$ cat config.mk
export PLATFORM = sky130hd
export DESIGN_NAME = cache_control
export DESIGN_NICKNAME = d
export VERILOG_FILES = /design/src/rtl/cache_control.sv
export SDC_FILE = /design/constraint.sdc
export NUM_CORES = 1
export LEC_CHECK = 0
export ABC_AREA = 1
export BUFFER_PORTS_ARGS = -buffer_cell sky130_fd_sc_hd__buf_2
export CORE_AREA = 2 2 684 686
export CTS_CLUSTER_SIZE = 24
export DETAILED_ROUTE_END_ITERATION = 10
export DIE_AREA = 0 0 686 688
export MAX_ROUTING_LAYER = met4
export PLACE_DENSITY = 0.32
export SLEW_MARGIN = 20
export SYNTH_ARGS = -nofsm -noshare
export SYNTH_HDL_FRONTEND = slang
export SYNTH_SLANG_ARGS = --single-unit
$ cat constraint.sdc
create_clock -name clk -period 4.7 [get_ports clk]
set_input_delay 0.94 -clock clk [delete_from_list [all_inputs] [get_ports clk]]
set_output_delay 0.94 -clock clk [all_outputs]
set_load 0.05 [all_outputs]
$ cat src/rtl/cache_control.sv
// Controller for an 8-set, direct-mapped, write-back, write-allocate cache.
// Owns the tag/valid/dirty state and sequences hits, write-backs and line fills.
module cache_control #(
  parameter int S_OFFSET = 5,
  parameter int S_INDEX  = 3,
  parameter int S_TAG    = 32 - S_OFFSET - S_INDEX
) (
  input  logic               clk,
  input  logic               rst,
  input  logic               mem_read,
  input  logic               mem_write,
  input  logic [31:0]        mem_address,
  input  logic [31:0]        mem_byte_enable,
  input  logic [255:0]       mem_wdata,
  output logic [255:0]       mem_rdata,
  output logic               mem_resp,
  output logic               pmem_read,
  output logic               pmem_write,
  output logic [31:0]        pmem_address,
  output logic [255:0]       pmem_wdata,
  input  logic [255:0]       pmem_rdata,
  input  logic               pmem_resp,
  output logic [31:0]        data_write_en,
  output logic [S_INDEX-1:0] data_rindex,
  output logic [S_INDEX-1:0] data_windex,
  output logic [255:0]       data_datain,
  input  logic [255:0]       data_dataout,
  output logic [31:0]        hit_count,
  output logic [31:0]        miss_count
);
  localparam int NUM_SETS = 1 << S_INDEX;

  typedef enum logic [1:0] {IDLE, CHECK, WB, FILL} state_t;

  state_t            state_reg;
  logic              filled_reg;
  logic [31:0]       hit_count_reg;
  logic [31:0]       miss_count_reg;

  logic [S_TAG-1:0]    set_tag [NUM_SETS];
  logic [NUM_SETS-1:0] set_valid;
  logic [NUM_SETS-1:0] set_dirty;

  logic [S_TAG-1:0]   req_tag;
  logic [S_INDEX-1:0] index;
  logic               hit;
  logic               write_hit;
  logic               wb_done;
  logic               fill_done;
  logic               unused_offset;

  assign req_tag       = mem_address[31 -: S_TAG];
  assign index         = mem_address[S_OFFSET +: S_INDEX];
  assign unused_offset = ^mem_address[S_OFFSET-1:0];

  assign hit       = set_valid[index] && (set_tag[index] == req_tag);
  assign write_hit = (state_reg == CHECK) && hit && mem_write;
  assign wb_done   = (state_reg == WB) && pmem_resp;
  assign fill_done = (state_reg == FILL) && pmem_resp;

  generate
    for (genvar gi = 0; gi < NUM_SETS; gi++) begin : g_set
      logic [S_TAG-1:0] tag_reg;
      logic             valid_reg;
      logic             dirty_reg;
      logic             sel;

      assign sel = (index == S_INDEX'(gi));

      always_ff @(posedge clk) begin
        if (!rst) begin
          tag_reg   <= '0;
          valid_reg <= 1'b0;
          dirty_reg <= 1'b0;
        end else if (sel) begin
          if (fill_done) begin
            tag_reg   <= req_tag;
            valid_reg <= 1'b1;
            dirty_reg <= 1'b0;
          end else if (wb_done) begin
            dirty_reg <= 1'b0;
          end else if (write_hit) begin
            dirty_reg <= |mem_byte_enable;
          end
        end
      end

      assign set_tag[gi]   = tag_reg;
      assign set_valid[gi] = valid_reg;
      assign set_dirty[gi] = dirty_reg;
    end
  endgenerate

  // filled_reg marks the CHECK that closes an allocation, so it is not also counted as a hit.
  always_ff @(posedge clk) begin
    if (!rst) begin
      state_reg      <= IDLE;
      filled_reg     <= 1'b0;
      hit_count_reg  <= '0;
      miss_count_reg <= '0;
    end else begin
      case (state_reg)
        IDLE: begin
          filled_reg <= 1'b0;
          if (mem_read || mem_write) state_reg <= CHECK;
        end
        CHECK: begin
          if (hit) begin
            if (!filled_reg && (hit_count_reg != 32'hFFFF_FFFF))
              hit_count_reg <= hit_count_reg + 32'd1;
            filled_reg <= 1'b0;
            state_reg  <= IDLE;
          end else begin
            if (miss_count_reg != 32'hFFFF_FFFF)
              miss_count_reg <= miss_count_reg + 32'd1;
            state_reg <= set_dirty[index] ? WB : FILL;
          end
        end
        WB: begin
          if (pmem_resp) state_reg <= FILL;
        end
        FILL: begin
          if (pmem_resp) begin
            filled_reg <= 1'b1;
            state_reg  <= CHECK;
          end
        end
        default: state_reg <= IDLE;
      endcase
    end
  end

  always_comb begin
    mem_resp      = (state_reg == CHECK) && hit;
    pmem_write    = (state_reg == WB);
    pmem_read     = (state_reg == FILL);
    pmem_address  = {req_tag, index, {S_OFFSET{1'b0}}};
    data_write_en = '0;
    data_datain   = mem_wdata;
    if (state_reg == WB) pmem_address = {set_tag[index], index, {S_OFFSET{1'b0}}};
    if (write_hit) data_write_en = mem_byte_enable;
    if (fill_done) begin
      data_write_en = '1;
      data_datain   = pmem_rdata;
    end
  end

  assign mem_rdata   = data_dataout;
  assign pmem_wdata  = data_dataout;
  assign data_rindex = index;
  assign data_windex = index;
  assign hit_count   = hit_count_reg;
  assign miss_count  = miss_count_reg;

endmodule

# ---- Word level (Yosys, flattened, before mapping)
# Index checks and enable logic that the tools add are counted.
# W data, S select, Z words.
dict set report word_totals {
  regBits 275
  out_inout_bits 905
  wordCells 107
}
dict set report op_classes {
  addsub 2
  n_lt_le_gt_ge 2
  eq_ne 17
  n_mux 23
  bitwise 2
  n_reduce_logical 33
}
# operator n
set op_table {}
lappend op_table {{$mux W256} 1}
lappend op_table {{$mux W32} 3}
lappend op_table {{$bmux W24 S3} 1}
lappend op_table {{$add A32 B1 Y32 const B} 2}
lappend op_table {{$ne A32 B32 Y1 const B} 2}
lappend op_table {{$mux W24} 2}
lappend op_table {{$reduce_and A2 Y1} 16}
lappend op_table {{$reduce_or A32 Y1} 1}
lappend op_table {{$eq A24 B24 Y1} 1}
lappend op_table {{$eq A3 B3 Y1 const B} 4}
lappend op_table {{$reduce_and A3 Y1} 4}
lappend op_table {{$mux W1} 8}
lappend op_table {{$mux W2} 4}
lappend op_table {{$pmux W2 S4} 1}
lappend op_table {{$bmux W1 S3} 2}
lappend op_table {{$eq A3 B2 Y1 const B} 2}
lappend op_table {{$logic_and A1 B1 Y1} 6}
lappend op_table {{$reduce_bool A3 Y1} 2}
lappend op_table {{$eq A2 B2 Y1 const B} 2}
lappend op_table {{$ge A4 B4 Y1 const B} 1}
lappend op_table {{$lt A3 B4 Y1 const B} 1}
lappend op_table {{$ne A2 B1 Y1 const B} 2}
lappend op_table {{$ne A2 B2 Y1 const B} 2}
lappend op_table {{$not A3 Y4} 1}
lappend op_table {{8 further kinds} 8}

# ---- Logic depth before layout (Yosys ltp)
dict set report depth {
  word_depth 11
  mapped_depth 23
  ltp_nobuf 19
}

# ---- Worst setup path before layout
# Ideal clock, no wire load.
dict set report synth_timing {
  path_type {input -> output}
  startpoint {in mem_address[5]}
  endpoint {out data_write_en[10]}
  t_arrival_ps 3634
  required_time_ps 3760
  slack_ps 126
  path_stages 17
  path_buffers 4
  path_cell_list {buf_4 inv_2 buf_6 buf_6 nand2_1 nand2_1 nand2_1 nand3_1 nand2_1 nand2_1 nand2_1 nor2_1 nand3_1 nor2_2 nand4_2 clkbuf_1 o21ai_0}
}
dict set report synth_between {
  elab_chain_cells 10
  elab_cells_between_ends 12
}
# item line_no
set synth_lines {}
lappend synth_lines {{start: declaration} 12} ;# input logic [31:0] mem_address,
lappend synth_lines {{$not A3 Y4 (not written as such)} 56} ;# assign hit = set_valid[index] && (set_tag[index] == req_tag);
lappend synth_lines {{$bmux W24 S3} 56}
lappend synth_lines {{$mux W24 (not written as such) (2 in series)} 56}
lappend synth_lines {{$eq A24 B24 Y1} 56}
lappend synth_lines {{$logic_and A1 B1 Y1 *} 56}
lappend synth_lines {{$logic_and A1 B1 Y1 * (2 in series)} 57} ;# assign write_hit = (state_reg == CHECK) && hit && mem_write;
lappend synth_lines {{$mux W32 *} 141} ;# if (write_hit) data_write_en = mem_byte_enable;
lappend synth_lines {{$mux W32 *} 142} ;# if (fill_done) begin
lappend synth_lines {{end: declaration} 23} ;# output logic [31:0] data_write_en,
# Every way passes the cells marked *; elsewhere a longest branch is shown, timed or not. The select of a mux whose other input is x is not followed.

# ---- Final worst setup path
dict set report layout_timing {
  startpoint {in mem_address[6]}
  endpoint {out data_write_en[2]}
}
# Same word-level chain as after synthesis.

==> results.sh <==
export IMPL_outcome="finished clean"
export IMPL_dpl_cell_area_um2=33940
export IMPL_core_um2=465100
export IMPL_synth_xor_area_share_pct=1.814
export IMPL_synth_edff_count=0
export IMPL_totalPowerFinal_mw=8.428
export IMPL_setup_tns_ns=0
export IMPL_row_count=251
export IMPL_numPortBuffers=963
export IMPL_grt_max_degree=104
export IMPL_cts_buffers=29
export IMPL_die_w_um=686
export IMPL_grt_total_usage_pct=12.44
export IMPL_min_to="g_set[0].tag_reg[20]"
export IMPL_met1Wirelength_um=96020
export IMPL_hold_path_class="reg -> reg"
export IMPL_vdd_drop_max_mv=0.2152
export IMPL_crit_path_end_kind="output port"
export IMPL_crit_path_start_kind="input port"
export IMPL_r2r_cells=14
export IMPL_cellLeakagePower_nw=14.21
export IMPL_ios=1742
export IMPL_synth_seq_cells=275
export IMPL_final_cells=10605
export IMPL_placedCellCount=10245
export IMPL_synth_mux_area_share_pct=0
export IMPL_r2r_start="hit_count[0]"
export IMPL_die_h_um=688
export IMPL_fillers=55027
export IMPL_drv_cap=0
export IMPL_vias_per_cell=2.468
export IMPL_synth_flop_cell="dfxtp_1"
export IMPL_post_route_min_period_ns=4.565
export IMPL_syn_inst=3631
export IMPL_synthSimpleGateAreaFrac_pct=34.43
export IMPL_synthesis_area_um2=21730
export IMPL_ys_top_cells_by_area="dfxtp_1, nand2_1, buf_4, o21ai_0, a21oi_1"
export IMPL_fin_ws_ns=0.1347
export IMPL_hpwl_um=265000
export IMPL_overflow=0
export IMPL_worstSkewPairLatency_ns=0.67
export IMPL_grt_pass1_wl_um=351600
export IMPL_fin_crit_sh_pct=97.13
export IMPL_multiInputGateArea_um2=10660
export IMPL_ctsHoldBuffers=0
export IMPL_dr_total_vias=26170
export IMPL_path_class="in -> out"
export IMPL_wl_per_cell_um=28.22
export IMPL_areaGrowthSynthToFinish_pct=65.69
export IMPL_ys_warn_count=0
export IMPL_finalHoldViolCount=0
export IMPL_grt_pass1_vias=24671
export IMPL_tightest_slew_ns=0.7738
export IMPL_cts_tree="done"
export IMPL_holdCritStartpoint="g_set[0].tag_reg[20]"
export IMPL_clk_pin_slew_worst_paths_ns=0.07
export IMPL_dp_slack_ns=0.03988
export IMPL_min_delay_path_depth=2
export IMPL_clock_tree_root_cell="clkbuf_16"
export IMPL_drive_gt1_share_pct=29.74
export IMPL_crit_fanout=13
export IMPL_finalSetupViolCount=0
export IMPL_async_reset_ff_share_pct=0
export IMPL_required_ns=3.76
export IMPL_crit_arrival_ns=3.63
export IMPL_synth_top_family_by_area="simple AND/OR/NAND/NOR gates"
export IMPL_seq_area_um2=5505
export IMPL_cts_path_max_buffers=3
export IMPL_first_pass_iters=8
export IMPL_synth_top_area_share_pct=25.33
export IMPL_drt_iter0_drc=1734
export IMPL_yosysSeqAreaShare_pct=25.33
export IMPL_synth_fa_ha_area_share_pct=0.3454
export IMPL_initial_core_util_pct=4.672
export IMPL_fin_worst_skew_ns=0.03296
export IMPL_htreeDepth=1
export IMPL_p_per_area_nw_per_um2=234.1
export IMPL_synth_avg_cell_area_um2=5.985
export IMPL_synth_cell_types=34
export IMPL_place_gp_congestion=0.9853
export IMPL_fin_area_um2=36010
export IMPL_antenna_found_initial=183
export IMPL_synth_top_area_cell="dfxtp_1"
export IMPL_drc=0
export IMPL_met2_length_um=132300
export IMPL_largest_reg_flops=192
export IMPL_max_freq_ghz=0.2190
export IMPL_fin_nets=4932
export IMPL_routed_top_layer="met4"
export IMPL_reg2reg_slack_ns=1.57
export IMPL_maxSlewViolCount=0
export IMPL_synth_compound_area_share_pct=12.14
export IMPL_rsz0062_at_grt="yes"
export IMPL_die_area_um2=472000
export IMPL_r2r_end="hit_count[27]"
export IMPL_slew_headroom_pct=47.87
export IMPL_wl_um=299300
export IMPL_clkSinkCount=275
export IMPL_ant_nets=0
export IMPL_dr_wl_met3_um=62270
==> metrics by stage <==
stage                     util, %  hold slack [ns]
after floorplan                 -           0.4244
after global placement      7.296           0.4369
after detailed placement    7.296           0.4398
after CTS                   7.524           0.4506
after global routing        7.741           0.4720
final                       7.742           0.4514
==> synthesized netlist by cell type, types with 7 or more instances <==
library cell and n:
nand2_1 1358, buf_4 536, dfxtp_1 275, o21ai_0 249, a21oi_1 245, inv_1 207, nor2_1 195, nand3_1 167
clkbuf_1 144, nand4_1 47, xor2_1 39, o21ai_1 32, nor3_1 29, nor4_1 26, buf_2 19, buf_6 13
buf_1 7
==> area by class of cell <==
class | instances | share of cell area, %
well taps | 6198 | 21.54
clock buffers | 38 | 2.220
repair buffers | 1142 | 26.31
inverters | 213 | 2.269
multi-input cells | 2428 | 29.61
diodes | 295 | 2.050
flip-flops and latches | 275 | 15.29
clock inverters | 16 | 0.7193
==> what timing repair did <==
action	in CTS	in global routing
endpoints found under the hold margin	0	0
setup endpoints to repair	0	32
gates resized for setup	0	44
setup buffers	0	8
==> power breakdown <==
group / internal (mW) / switching (mW)
combinational: 0.970 / 2.32
clock: 1.54 / 1.24
sequential: 2.35 / 0.0136
==> layer usage <==
layer,vias to the layer above,global-route usage [%]
met1,11760,10.84
met2,1896,18.84
met5,-,-
li1,12228,-
met4,0,3.550
met3,286,12.04
==> how the worst max path moves through the flow <==
stage                     cells after the start           start                 to
after floorplan                              17  mem_address[5]  data_write_en[10]
after global placement                       20  mem_address[5]  data_write_en[28]
after detailed placement                     17  mem_address[6]  data_write_en[28]
after CTS                                    17  mem_address[6]  data_write_en[28]
after global routing                         21  mem_address[6]  data_write_en[19]
final                                        21  mem_address[6]   data_write_en[2]
==> critical path, stage by stage <==
cell and delay, ns:
clkbuf_4 0.17, buf_12 0.17, nand2_2 0.08, inv_2 0.05
buf_12 0.14, nand2_1 0.06, nand3_1 0.13, buf_4 0.16
nand3b_1 0.12, nand2_1 0.07, inv_1 0.05, nand2_1 0.05
nor2_1 0.11, nand2_1 0.11, nor2_4 0.13, buf_12 0.15
nand4_4 0.10, buf_12 0.17, clkbuf_16 0.18, o21ai_0 0.17
clkbuf_4 0.26
==> placed cells by master, fill, tap and decap left out, drive strengths merged <==
cell type	synthesis	routed
nor4b	1	1
diode	0	295
nand2	1364	1364
clkbuf	144	52
a21oi	245	245
nor4	26	26
conb	1	5
nor2	200	200
xor2	39	39
nand4	48	48
bufinv	0	6
xnor2	6	6
clkinv	1	8
and2	1	1
inv	212	215
nand3b	6	6
ha	6	6
nand3	168	168
dfxtp	275	275
buf	575	1128
and3	1	1
o21ai	281	281
nor3	30	30
a31oi	1	1
==> kinds of logic after synthesis <==
group | Yosys count
compound gates | 527
xor+xnor | 45
simple gates | 1845
flops | 275
other cells | 1
fa+ha+maj | 6
buf+inv | 932
Power figures use the tool's default switching activity.
